File: config.mk
export PLATFORM = sky130hd
export DESIGN_NAME = wr_pixel_packer
export DESIGN_NICKNAME = d
export VERILOG_FILES = /design/src/rtl/wr_pixel_packer.sv
export SDC_FILE = /design/constraint.sdc
export NUM_CORES = 1
export LEC_CHECK = 0
export ABC_AREA = 1
export BUFFER_PORTS_ARGS = -buffer_cell sky130_fd_sc_hd__buf_2
export CELL_PAD_IN_SITES_DETAIL_PLACEMENT = 0
export CELL_PAD_IN_SITES_GLOBAL_PLACEMENT = 1
export CORE_AREA = 2 2 132 262
export DETAILED_ROUTE_END_ITERATION = 6
export DIE_AREA = 0 0 134 264
export PLACE_DENSITY = 0.86
export SETUP_SLACK_MARGIN = 0.05
export SLEW_MARGIN = 20
export SYNTH_ARGS = -nofsm -noshare
export SYNTH_HDL_FRONTEND = slang
export SYNTH_SLANG_ARGS = --single-unit
File: constraint.sdc
create_clock -name clk -period 4.2 [get_ports clk]
set_input_delay 1.05 -clock clk [delete_from_list [all_inputs] [get_ports clk]]
set_output_delay 1.05 -clock clk [all_outputs]
set_load 0.1 [all_outputs]
File: src/rtl/wr_pixel_packer.sv
// Packs PACK_N video pixels per FIFO word, flushing a zero-padded partial word at end of line.
// A one-word holding register absorbs FIFO back-pressure; words that cannot be held are counted as drops.
module wr_pixel_packer #(
    parameter int PIX_W  = 16,
    parameter int PACK_N = 8,
    parameter int CNT_W  = 16
) (
    input  logic                    clk,
    input  logic                    rst_n,
    input  logic                    vs_in,
    input  logic                    de_in,
    input  logic [PIX_W-1:0]        pix_in,
    output logic [PIX_W*PACK_N-1:0] fifo_wr_data,
    output logic                    fifo_wr_en,
    input  logic                    fifo_wr_vld,
    output logic                    frame_start,
    output logic [CNT_W-1:0]        ovf_cnt,
    output logic                    ovf_flag
);
    localparam int WORD_W = PIX_W * PACK_N;
    localparam int IDX_W  = $clog2(PACK_N);
    localparam logic [IDX_W-1:0] IDX_LAST = IDX_W'(PACK_N - 1);

    typedef enum logic [1:0] {S_WAIT_VS, S_ACTIVE, S_FLUSH} state_t;

    state_t              state, state_nxt;
    logic [IDX_W-1:0]    idx, idx_nxt;
    logic [WORD_W-1:0]   acc, acc_nxt;
    logic [WORD_W-1:0]   lane_word;
    logic [WORD_W-1:0]   commit_word;
    logic                vs_prev, de_prev;
    logic                vs_rise, de_fall;
    logic                commit, accept, load, drop;

    function automatic logic [CNT_W-1:0] sat_inc(input logic [CNT_W-1:0] v);
        return (&v) ? v : v + CNT_W'(1);
    endfunction

    always_comb begin
        vs_rise = vs_in & ~vs_prev;
        de_fall = ~de_in & de_prev;
        accept  = fifo_wr_en & fifo_wr_vld;

        // acc keeps unwritten lanes at zero, so a flushed word is padded for free
        lane_word = acc;
        for (int k = 0; k < PACK_N; k++) begin
            if (idx == IDX_W'(k)) lane_word[k*PIX_W +: PIX_W] = pix_in;
        end

        state_nxt   = state;
        idx_nxt     = idx;
        acc_nxt     = acc;
        commit      = 1'b0;
        commit_word = acc;

        case (state)
            S_WAIT_VS: begin
                if (vs_rise) begin
                    idx_nxt   = '0;
                    acc_nxt   = '0;
                    state_nxt = S_ACTIVE;
                end
            end
            S_ACTIVE: begin
                if (vs_rise) begin
                    idx_nxt = '0;
                    acc_nxt = '0;
                end else if (de_in) begin
                    if (idx == IDX_LAST) begin
                        commit      = 1'b1;
                        commit_word = lane_word;
                        idx_nxt     = '0;
                        acc_nxt     = '0;
                    end else begin
                        idx_nxt = idx + 1'b1;
                        acc_nxt = lane_word;
                    end
                end else if (de_fall && idx != '0) begin
                    state_nxt = S_FLUSH;
                end
            end
            S_FLUSH: begin
                commit      = 1'b1;
                commit_word = acc;
                idx_nxt     = '0;
                acc_nxt     = '0;
                state_nxt   = S_ACTIVE;
            end
            default: state_nxt = S_WAIT_VS;
        endcase

        load = commit & (~fifo_wr_en | accept);
        drop = commit & ~load;
    end

    always_ff @(posedge clk) begin
        if (!rst_n) begin
            state        <= S_WAIT_VS;
            idx          <= '0;
            acc          <= '0;
            vs_prev      <= 1'b0;
            de_prev      <= 1'b0;
            frame_start  <= 1'b0;
            fifo_wr_en   <= 1'b0;
            fifo_wr_data <= '0;
            ovf_cnt      <= '0;
            ovf_flag     <= 1'b0;
        end else begin
            state       <= state_nxt;
            idx         <= idx_nxt;
            acc         <= acc_nxt;
            vs_prev     <= vs_in;
            de_prev     <= de_in;
            frame_start <= vs_rise;

            // holding register: reload in the accept cycle gives back-to-back words
            if (load) begin
                fifo_wr_data <= commit_word;
                fifo_wr_en   <= 1'b1;
            end else if (accept) begin
                fifo_wr_en <= 1'b0;
            end

            if (drop) begin
                ovf_cnt  <= sat_inc(ovf_cnt);
                ovf_flag <= 1'b1;
            end else if (vs_rise) begin
                ovf_flag <= 1'b0;
            end
        end
    end
endmodule

==> impl_metrics.yaml, run 1 <==
timing:
  clock.fmax_mhz: 397
  drv_slew: 0
  tightest_slew_ns: 1.07
  rsz0062_at_grt: "false"
  finalSetupViolations: 0
  min_period_over_period_pct: 59.9
  finalClockSkew_ns: 0.0125
  hold_viol: 0
  post-route-min-period_ns: 2.52
  slew_headroom_pct: 28.5
  tns_ns: 0
grt:
  grt_max_degree: 204
  grt.total_usage_pct: 21.5
  grt_overflow_total: 0
  antenna_found_initial: 0
  grt_pass1_wl_um: 60900
  grt_pass1_vias: 11600
power:
  p_per_area_nw_per_um2: 738
  p_leak_nw: 6.42
  ir_drop_uv: 399
synthesis:
  ys_warn_count: 0
  synth_cell_type_count: 28
  synth_area_leaders: "dfxtp_1 (43%), nand2_1 (14%), o21ai_0 (11%)"
  syn_area_um2: 13200
  synth-seq-area-share_pct: 42.8
  netlist_instances: 1980
  ys_ff_latch: 282
  synth_fp_nets: 2012
  yosysTopAreaCell: "dfxtp_1"
  yosys.area.top_type_share_pct: 42.8
  synth.avg_cell_area_um2: 6.66
placement:
  post-place-cells: 2463
  dpl.hpwl_um: 24200
  io_buffers: 167
  postPlaceCellArea_um2: 14100
  gp_congestion: 0.761
worst_hold_path:
  min_to: "acc[116]$_SDFFE_PN0P_"
  hold_depth: 2
  worstHoldStart: "acc[116]$_SDFFE_PN0P_"
  hold_class: "reg -> reg"
layout:
  syn2layout_area_growth_pct: 13.6
  post_route_cells_drive_above_1_share_pct: 12.1
  stdcell_area_um2: 15000
  final_cells: 2510
  nets: 2087
  diodes: 0
worst_setup_path:
  slowest_stage: "buf_2"
  r2r_slack_ns: 1.69
  cp_max_fo: 2
  crit_family: "buffers and inverters"
  critPathBufInv: 1
  r2r-start: "idx[0]$_SDFFE_PN0P_"
  crit_arrival_ns: 1.47
  path_cells: "buf_2"
  worst_setup_path_start_kind: "register"
  reg2regPathDepth: 8
  path_class: "reg -> out"
  cp-end-kind: "primary output"
  cpPeakStageDelay_ns: 0.47
  reg2reg_to: "acc[76]$_SDFFE_PN0P_"
  required_ns: 3.15
run:
  cap_violations: 0
clock_tree:
  clk_path_buf_depth: 3
  clock_latency_ns: 0.55
  cts_root_buf: "clkbuf_16"
  postCtsHoldBufs: 0
  cts_setup_buffers: 0
  h-tree-depth: 1
  cts_resized: 0
  clkTransAtPathRegs_ns: 0.07
  numCtsBuffers: 26
  cts.sinks: 282
  cts_tree: "done"
routing:
  route.detailed.drc: 0
  via_per_inst: 5.00
  num_vias: 12600
  drtIter0Drc: 927
  ant_nets: 0
  finalWirelength_um: 38700
  wl_per_cell_um: 15.4
  drt_pass1_iterations: 6
die:
  num_rows: 95
  dieArea_um2: 35400
  fp.dieW_um: 134
  core-area_um2: 33400
  initial_utilization_pct: 39.5
  die_height_um: 264
  io_pins: 168
run_status:
  status: "complete, no violations"
==> routing by layer <==
layer	part of all wire, %	global-route usage [%]
met4	4.0	9.43
met1	40	24.6
met5	0	0
met3	4.9	2.46
met2	51	39.5
==> Yosys cell counts, drive strengths merged <==
cell type and count:
buf 64, xnor2 2, clkbuf 70, o21ai 293, ha 11, nor2 273
xor2 4, a21oi 146, nand3 11, nand2 498, dfxtp 282, inv 208
nor3 113, nand4 4, o211ai 1
==> logic make-up after synthesis <==
group,synth area share (%)
adders and majority gates,1.04
buffers and inverters,11.2
xor gates and xnor gates,0.399
and+or+nand+nor,27.7
AOI/OAI and AO/OA,16.8
DFF,42.8
==> worst reg2reg max path, stage by stage, from the launching register on <==
cell and delay [ns]:
dfxtp_1 0.34, ha_1 0.22, ha_1 0.24, nand2_1 0.15, inv_2 0.07, o21ai_0 0.28
nand2_4 0.43, buf_4 0.44, nor3_1 0.25
==> placed cells by master, fill, tap and decap left out, types with 4 or more instances in the layout <==
master	synthesis	routed
nand2_1	495	494
o21ai_0	286	286
dfxtp_1	282	282
nor2_1	270	269
inv_1	205	205
buf_2	43	166
a21oi_1	146	146
nor3_1	101	101
clkbuf_16	0	27
nor3_2	12	12
ha_1	11	11
buf_4	3	9
nand3_1	8	8
o21ai_1	6	6
clkbuf_8	0	6
buf_12	0	6
clkbuf_1	69	5
nand4_1	4	4
xor2_1	4	4
clkinv_2	0	4
==> worst max-delay path by stage <==
stage,start,endpoint,cells past startpoint
after floorplan,ovf_cnt[0]$_SDFFE_PN0P_,ovf_cnt[0]$_SDFFE_PN0P_,9
after detailed placement,vs_in,acc[76]$_SDFFE_PN0P_,9
after global placement,vs_in,acc[85]$_SDFFE_PN0P_,9
final,fifo_wr_data[83]$_SDFFE_PN0P_,fifo_wr_data[83],1
after global routing,idx[0]$_SDFFE_PN0P_,acc[76]$_SDFFE_PN0P_,8
after CTS,fifo_wr_data[83]$_SDFFE_PN0P_,fifo_wr_data[83],1
==> power by group <==
part           internal, mW  total [mW]  switching, mW
Sequential             3.25        3.62          0.369
Combinational          1.07        4.91           3.84
Clock                  1.47        2.53           1.06
==> final cells by class <==
cell class | count | area, um^2
multi-input cells | 1356 | 6080
fillers | 3457 | 18400
repair buffers | 181 | 1020
clock inverters | 9 | 125
inverters | 208 | 783
clock buffers | 38 | 777
flip-flops and latches | 282 | 5650
well taps | 436 | 546
==> sequential cells by signal (all words and copies together), names as in the netlist, 2 cells and up <==
name          count
acc             128
idx               3
ovf_cnt          16
fifo_wr_data    128
state             2
==> metrics by stage <==
| step | total power, mW | hold WS, ns | setup WS [ns] | util [%] |
|---|---|---|---|---|
| 2_1_floorplan | 7.72 | 0.408 | 1.87 | - |
| 3_3_place_gp | 8.49 | 0.414 | 1.23 | 42.1 |
| 3_5_place_dp | 8.59 | 0.417 | 1.19 | 42.1 |
| 4_1_cts | 11.1 | 0.428 | 1.65 | 44.8 |
| 5_1_grt | 11.7 | 0.441 | 1.52 | 44.8 |
| 6_report | 11.0 | 0.425 | 1.68 | 44.8 |
(Power assumes the default switching activity.)
==> run 2, diff against run 1 <==
==> constraint.sdc (replaced) <==
create_clock -name clk -period 2.6 [get_ports clk]
set_input_delay 0.65 -clock clk [delete_from_list [all_inputs] [get_ports clk]]
set_output_delay 0.65 -clock clk [all_outputs]
set_load 0.1 [all_outputs]
==> run 2 against run 1 <==
  * Critical path depth rose by 8
  * Sequential share of layout area is 0.73 points lower
  * Die area unchanged
  * Power up 64%
  * Worst setup slack got worse by 1.3 ns
  * Design area rose by 2.0%
  * Sequential cell count is the same
  * Worst hold slack got worse by 0.067 ns
  * Non-clock buffer count increased by 30
  * Cell count rose by 1.2%
  * Clock power is 60% higher
  * Clock skew down 0.0027 ns
  * Critical path type is now reg -> reg
==> impl_metrics.yaml, run 2 (synthesized netlist as in run 1, its figures left out) <==
clock_tree:
  cts_setup_buffers: 0
  cts.sinks: 282
  postCtsHoldBufs: 0
  clk_path_buf_depth: 3
  numCtsBuffers: 26
  cts_root_buf: "clkbuf_16"
  h-tree-depth: 1
  clkTransAtPathRegs_ns: 0.07
  cts_resized: 0
  clock_latency_ns: 0.55
  cts_tree: "done"
layout:
  final_common_cell: "nand2_1"
  diodes: 0
  reg_top3: "acc x128, fifo_wr_data x128, ovf_cnt x16"
  syn2layout_area_growth_pct: 15.9
  stdcell_area_um2: 15300
  final_cell_mix: "nand2_1 (494), o21ai_0 (286), dfxtp_1 (282)"
  nets: 2117
  post_route_cells_drive_above_1_share_pct: 13.4
routing:
  finalWirelength_um: 38900
  drt_pass1_iterations: 6
  route.detailed.drc: 0
  wl_per_cell_um: 15.3
  ant_nets: 0
  num_vias: 12600
  via_per_inst: 4.96
  drtIter0Drc: 967
timing:
  hold_viol: 0
  finalSetupViolations: 0
  drv_slew: 0
  post-route-min-period_ns: 2.22
  tightest_slew_ns: 0.617
  min_period_over_period_pct: 85.4
  clock.fmax_mhz: 450
  rsz0062_at_grt: "false"
  tns_ns: 0
  finalClockSkew_ns: 0.00976
  slew_headroom_pct: 58.8
die:
  num_rows: 95
  initial_utilization_pct: 39.5
  fp.dieW_um: 134
  die_height_um: 264
  io_pins: 168
  core-area_um2: 33400
  dieArea_um2: 35400
power:
  p_leak_nw: 6.58
  p_int_mw: 9.50
  switchingPower_mw: 8.60
  swShare_pct: 47.5
  power_frac_comb_pct: 45.5
  ir_drop_uv: 673
  p_seq_share_pct: 32.1
  clkPwrFrac_pct: 22.4
  p_per_area_nw_per_um2: 1180
grt:
  grt_max_degree: 129
  grt_pass1_vias: 11800
  antenna_found_initial: 1
  grt.total_usage_pct: 21.7
  grt_util_met2_pct: 39.2
  busiest_layer: "met2"
  grt_overflow_total: 0
  grt_util_met3_pct: 2.55
  grt_pass1_wl_um: 61700
  grt_use_met1_pct: 25.0
worst_setup_path:
  path_cells: "ha_1 -> ha_1 -> nand2_1 -> inv_2 -> nand3_4 -> buf_12 -> o21ai_0 -> o21ai_0 -> a21oi_1"
  path_class: "reg -> reg"
  reg2reg_to: "fifo_wr_data[119]$_SDFFE_PN0P_"
  r2r_slack_ns: 0.38
  reg2regPathDepth: 9
  cp-end-kind: "register"
  crit_arrival_ns: 2.65
  cpPeakStageDelay_ns: 0.40
  slowest_stage: "buf_12"
  cp_max_fo: 128
  r2r-start: "idx[0]$_SDFFE_PN0P_"
  required_ns: 3.03
  worst_setup_path_start_kind: "register"
run_status:
  status: "complete, no violations"
placement:
  dpl.hpwl_um: 25400
  io_buffers: 167
  postPlaceCellArea_um2: 14400
  gp_congestion: 0.814
worst_hold_path:
  hold_class: "in -> reg"
  worstHoldStart: "vs_in"
  hold_depth: 3
  min_to: "vs_prev$_SDFF_PN0_"
run:
  cap_violations: 0
-- run 2: critical path: cells and delay by family, from the launching register on --
family,cells,cell delay (ns)
compound gates,3,0.51
simple gates,2,0.22
flops,1,0.34
fa+ha+maj,2,0.44
buf+inv,2,0.47
-- run 2: how the worst max path moves through the flow --
stage,from,endpoint,slack [ns]
floorplan,ovf_cnt[0]$_SDFFE_PN0P_,ovf_cnt[0]$_SDFFE_PN0P_,0.27
global placement,de_in,fifo_wr_data[66]$_SDFFE_PN0P_,0.32
detailed placement,de_in,fifo_wr_data[66]$_SDFFE_PN0P_,0.30
CTS,idx[1]$_SDFFE_PN0P_,fifo_wr_data[66]$_SDFFE_PN0P_,0.34
global route,idx[0]$_SDFFE_PN0P_,fifo_wr_data[119]$_SDFFE_PN0P_,0.21
finish,idx[0]$_SDFFE_PN0P_,fifo_wr_data[119]$_SDFFE_PN0P_,0.38
-- run 2: layer usage --
| layer | vias up | wire [um] |
|---|---|---|
| met4 | 2 | 1810 |
| met5 | - | 14 |
| met3 | 82 | 2030 |
| met2 | 367 | 19800 |
| li1 | 6450 | - |
| met1 | 5698 | 15200 |
-- run 2: power groups by stage --
stage,Combinational (mW),Clock [mW],Sequential (mW)
6_report,8.23,4.05,5.81
5_1_grt,8.98,4.32,5.93
4_1_cts,8.28,4.16,5.81
3_5_place_dp,8.25,0,5.91
3_3_place_gp,8.11,0,5.87
2_1_floorplan,3.85,0,8.63
-- run 2: stage by stage --
stage / util [%] / setup WS [ns] / total power [mW] / cells / hold slack (ns)
after floorplan: - / 0.270 / 12.5 / 1980 / 0.408
after global placement: 43.0 / 0.319 / 14.0 / 2493 / 0.414
after detailed placement: 43.0 / 0.298 / 14.2 / 2493 / 0.417
after CTS: 45.7 / 0.345 / 18.3 / 2540 / 0.329
after global routing: 45.7 / 0.210 / 19.2 / 2540 / 0.358
final: 45.7 / 0.379 / 18.1 / 2540 / 0.359
-- run 2: area by class of cell --
type                    count  area, um^2
fillers                  3433       18100
clock buffers              37         783
flip-flops and latches    282        5650
multi-input cells        1356        6080
clock inverters            10         115
well taps                 436         546
inverters                 208         783
repair buffers            211        1320
